--- config.mk ---
export PLATFORM = sky130hd
export DESIGN_NAME = random_perm3_unmap
export DESIGN_NICKNAME = d
export VERILOG_FILES = /design/src/rtl/random_perm3_unmap.sv
export SDC_FILE = /design/constraint.sdc
export NUM_CORES = 1
export LEC_CHECK = 0
export CAP_MARGIN = 0
export CORE_MARGIN = 2
export CORE_UTILIZATION = 30
export DETAILED_ROUTE_END_ITERATION = 6
export HOLD_SLACK_MARGIN = 0.1
export PLACE_DENSITY = 0.57
export SLEW_MARGIN = 20
export SYNTH_ARGS = -nofsm -noshare
export SYNTH_HDL_FRONTEND = slang
export SYNTH_SLANG_ARGS = --single-unit
export TNS_END_PERCENT = 10
--- constraint.sdc ---
create_clock -name clk -period 1.55 [get_ports clk]
set_clock_uncertainty 0.15 [all_clocks]
set_input_delay 0.465 -clock clk [delete_from_list [all_inputs] [get_ports clk]]
set_output_delay 0.465 -clock clk [all_outputs]
set_load 0.1 [all_outputs]
--- src/rtl/random_perm3_unmap.sv ---
`timescale 1ns/1ps
`default_nettype none
// ============================================================================
// Module      : random_perm3_unmap
// Description : Two-stage valid/ready pipeline. It decodes a 7-bit random code
//               into a 3-element permutation index and undoes that permutation
//               on a frame of three 2-bit elements. It also counts output
//               frames.
// Revision    : 1.0 - initial release
// ============================================================================
module random_perm3_unmap #(
  parameter int CNT_W = 16
) (
  input  logic             clk,
  input  logic             rst,
  input  logic             in_valid,
  output logic             in_ready,
  input  logic [5:0]       in_y,
  input  logic [6:0]       in_random,
  output logic             out_valid,
  input  logic             out_ready,
  output logic [5:0]       out_x,
  output logic [2:0]       out_perm,
  output logic [CNT_W-1:0] frame_count
);

  // First code value of each permutation band (band 0 starts at 0)
  localparam logic [6:0] c_BAND1 = 7'd21;
  localparam logic [6:0] c_BAND2 = 7'd42;
  localparam logic [6:0] c_BAND3 = 7'd64;
  localparam logic [6:0] c_BAND4 = 7'd85;
  localparam logic [6:0] c_BAND5 = 7'd106;

  logic             r_s1_valid;
  logic [5:0]       r_s1_y;
  logic [2:0]       r_s1_perm;
  logic             r_s2_valid;
  logic [5:0]       r_s2_x;
  logic [2:0]       r_s2_perm;
  logic [CNT_W-1:0] r_cnt;

  logic [2:0] w_perm;
  logic [5:0] w_x;
  logic       w_s2_adv;
  logic       w_s1_open;

  // Stage 2 can take a new frame when it is empty or is being drained.
  // Stage 1 advances whenever stage 2 does. Stage 1 accepts input when it is
  // empty or is advancing. in_ready therefore depends only on registered
  // state and out_ready. in_ready is held low during reset.
  assign w_s2_adv  = !r_s2_valid || out_ready;
  assign w_s1_open = !r_s1_valid || w_s2_adv;
  assign in_ready  = w_s1_open && !rst;

  // Map the random code onto its permutation band
  always_comb begin
    w_perm = 3'd5;
    if (in_random < c_BAND1)      w_perm = 3'd0;
    else if (in_random < c_BAND2) w_perm = 3'd1;
    else if (in_random < c_BAND3) w_perm = 3'd2;
    else if (in_random < c_BAND4) w_perm = 3'd3;
    else if (in_random < c_BAND5) w_perm = 3'd4;
  end

  // Undo the permutation on the stage-1 frame. Each element X is taken from
  // the element Y position selected by the index. Indices 6 and 7 cannot
  // occur, so they fall back to the identity order.
  always_comb begin
    w_x = r_s1_y;
    case (r_s1_perm)
      3'd1:    w_x = {r_s1_y[3:2], r_s1_y[5:4], r_s1_y[1:0]};
      3'd2:    w_x = {r_s1_y[5:4], r_s1_y[1:0], r_s1_y[3:2]};
      3'd3:    w_x = {r_s1_y[1:0], r_s1_y[5:4], r_s1_y[3:2]};
      3'd4:    w_x = {r_s1_y[3:2], r_s1_y[1:0], r_s1_y[5:4]};
      3'd5:    w_x = {r_s1_y[1:0], r_s1_y[3:2], r_s1_y[5:4]};
      default: w_x = r_s1_y;
    endcase
  end

  // Stage 1: capture the incoming frame together with its decoded index
  always_ff @(posedge clk or posedge rst) begin
    if (rst) begin
      r_s1_valid <= 1'b0;
      r_s1_y     <= '0;
      r_s1_perm  <= '0;
    end else if (w_s1_open) begin
      r_s1_valid <= in_valid;
      if (in_valid) begin
        r_s1_y    <= in_y;
        r_s1_perm <= w_perm;
      end
    end
  end

  // Stage 2: capture the restored frame. Hold it while downstream stalls.
  always_ff @(posedge clk or posedge rst) begin
    if (rst) begin
      r_s2_valid <= 1'b0;
      r_s2_x     <= '0;
      r_s2_perm  <= '0;
    end else if (w_s2_adv) begin
      r_s2_valid <= r_s1_valid;
      if (r_s1_valid) begin
        r_s2_x    <= w_x;
        r_s2_perm <= r_s1_perm;
      end
    end
  end

  // Count completed output transfers, wrapping naturally at the counter width
  always_ff @(posedge clk or posedge rst) begin
    if (rst) begin
      r_cnt <= '0;
    end else if (r_s2_valid && out_ready) begin
      r_cnt <= r_cnt + {{(CNT_W-1){1'b0}}, 1'b1};
    end
  end

  assign out_valid   = r_s2_valid;
  assign out_x       = r_s2_x;
  assign out_perm    = r_s2_perm;
  assign frame_count = r_cnt;

endmodule
`default_nettype wire
==> metrics, run 1 <==
status finished, violations left; failing checks negative setup slack; pre-CTS WS -553 ps; min-delay src r_s1_valid; Tightest Pin Transition around 270 ps; PwrDens roughly 1600 nW/um^2; Critical path origin out_valid; largest net degree at the start of global routing 37; Global Route Usage Sum 0.133; Clock Pin Slew Worst Setup and Hold Paths roughly 80 ps; Core ar. approximately 5900 um^2; top_reg_cell synth dfrtp_1; Critical Path Start Type flip-flop; initial core utilization 0.308; CTS tree yes; num ports between 40 and 50; Avg Cell Area, Syn 10.9 um^2; drt first pass iters 4; total clock buffers created by CTS 5; CP max FO 3; Vias approximately 1400; final WL 3900 um; critical path class reg -> out; vias in the first global route 1417; initial antenna violation count 0; most frequent cells in the layout 28 x buf_12, 19 x dfrtp_1, 18 x buf_4, 14 x clkdlybuf4s50_1, 13 x xnor2_1; CTS Sinks 36; CTS H-tree depth 2; clock root cell clkbuf_8; FF+latch count, synth 36; Final Hold Vio Count 0; xor/xnor share of the synthesized area 0.0778; die height between 80 and 90 um; RSZ-0062 raised after global routing yes; ratio of cells with drive above 1 in the final layout 0.443; most common cell after layout, fill and taps aside buf_12; DIE AREA roughly 6600 um^2; Residual DRC 0; ys async rst share 1.00; latest clock arrival within the worst-skew pair approximately 290 ps; # rows 28; area of the mapped netlist ~1800 um^2; Yosys warnings 0; fin. max-slew vios 0; EDFF count, synth 0; IO Port Bufs 43; first-pass GRT wire length roughly 6700 um; Worst Hold Class reg -> reg; Placer Congestion approximately 0.70; mux cell area share after synthesis 0.105; HPWL Detailed between 2000 and 3000 um; post-synthesis cell count 165; Static Leak between 1 and 1.5 nW; min Tclk post-route about 1900 ps; final period utilization 1.23; r2r startpoint out_valid; Die X-Extent between 80 and 90 um; Crit. End Element output pin; FF-to-FF setup slack -170 ps; # diodes 0; area grow syn2layout 63.1%; DR WL/cell approximately 13 um; Vias/cell between 4 and 5; Util after Layout 0.502; post-layout worst setup margin -351 ps; Post-Layout Cell Count around 310; GR Overflow Total 0; relative slew slack 0.818; initial DRC count 84; Placed Area between 2000 and 3000 um^2; Max Root-Sink Buffers 2; max cap viols 0; compound-gate portion of the synthesized area 0.0944; Synth Net Count roughly 180; Post-Place Cells a little under 300; main combinational cell family by area after synthesis simple AND/OR/NAND/NOR gates; Distinct cells, synth 40; Synth Area in Adders 0.00694; Final ANT Viol Nets 0; register area share after synthesis 0.500; fmax about 530 MHz; final setup fails 20; Simple-Gate Fraction of Synth Area 0.189; required time of the critical path between 900 and 1000 ps; Nets 247; post-route cell area around 2900 um^2; worst path arrival time around 1300 ps; Peak supply drop approximately 0.84 mV
-- sequential cells by signal, summed over array words and instances (netlist names) --
name / flops
frame_count: 16
out_valid: 1
out_x: 6
r_s1_y: 6
r_s1_valid: 1
r_s1_perm: 3
out_perm: 3
-- worst max-delay path, cell delays in order, from the launching register on --
cell and delay (ps):
dfrtp_4 480, and3b_2 230, nor2_4 110, buf_12 180
-- kinds of logic after synthesis --
| group | after synthesis |
|---|---|
| AND/OR/NAND/NOR | 60 |
| buffers and inverters | 9 |
| flip-flops | 36 |
| XOR/XNOR | 16 |
| multiplexers | 16 |
| AO/OA/AOI/OAI | 27 |
| adder cells (fa/ha/maj) | 1 |
-- stage by stage --
stage | TNS, ps | hold WS, ps | total power [mW]
after floorplan | -2510 | 300 | 2.97
after global placement | -13210 | 331 | 3.91
after detailed placement | -13590 | 345 | 3.93
after CTS | -1540 | 357 | 4.65
after global routing | -2920 | 394 | 4.84
final | -1960 | 371 | 4.62
-- synthesized netlist by cell type, drive strengths merged (3+ instances only) --
library cell	instances	area [um^2]
nor2b	4	25.0
nand2b	4	32.5
xnor2	13	114
xor2	3	26.3
o21ai	10	50.0
dfrtp	36	901
o211ai	4	30.0
nor3	3	15.0
a21oi	5	25.0
nand2	16	62.6
buf	7	41.3
nand4	3	25.0
nand3	10	50.1
mux2i	5	50.1
mux2	11	139
nor2	10	40.0
-- layer usage --
layer	global-route usage	vias up	wire, um
li1	-	711	-
met1	0.177	680	1780
met2	0.203	30	1860
met3	0.0352	9	161
met4	0.0627	0	94
met5	0	-	0
-- where the power goes --
group | switching (mW) | internal, mW | leakage [nW]
Sequential | 0.320 | 1.18 | 0.427
Clock | 0.348 | 0.313 | 0.0479
Combinational | 1.48 | 0.981 | 0.757
Total | 2.15 | 2.47 | 1.23
-- repair_timing --
item	CTS	global route
setup buffers	3	1
pin swaps	2	6
hold buffers	0	0
setup endpoints to repair	46	32
resized for setup	5	11
gates cloned	1	0
-- final cells by class --
cell class	instances	area [um^2]
Fill cell	516	2910
Tap cell	75	93.8
Sequential cell	36	947
Inverter	2	7.51
Multi-Input combinational cell	121	933
Clock inverter	3	18.8
Timing Repair Buffer	63	868
Clock buffer	5	68.8
-- worst paths after layout --
| path | endpoint | depth (start not counted) |
|---|---|---|
| max in group asynchronous | frame_count[6] | 4 |
| min in group asynchronous | out_x[3] | 4 |
| worst min register to register | out_valid | 1 |
| worst max register to register | r_s1_y[1] | 5 |
| worst min-delay path | out_valid | 1 |
| worst max-delay path | in_ready | 3 |
Power figures use the tool's default switching activity.
==> run 2: changes to the inputs <==
--- a/config.mk
+++ b/config.mk
@@ -9,6 +9,7 @@
 export CORE_MARGIN = 2
 export CORE_UTILIZATION = 30
 export DETAILED_ROUTE_END_ITERATION = 6
+export GPL_ROUTABILITY_DRIVEN = 0
 export HOLD_SLACK_MARGIN = 0.1
 export PLACE_DENSITY = 0.57
 export SLEW_MARGIN = 20
==> results of run 2 <==
Same layout as run 1: the final DEF is identical, and so are final timing and power.
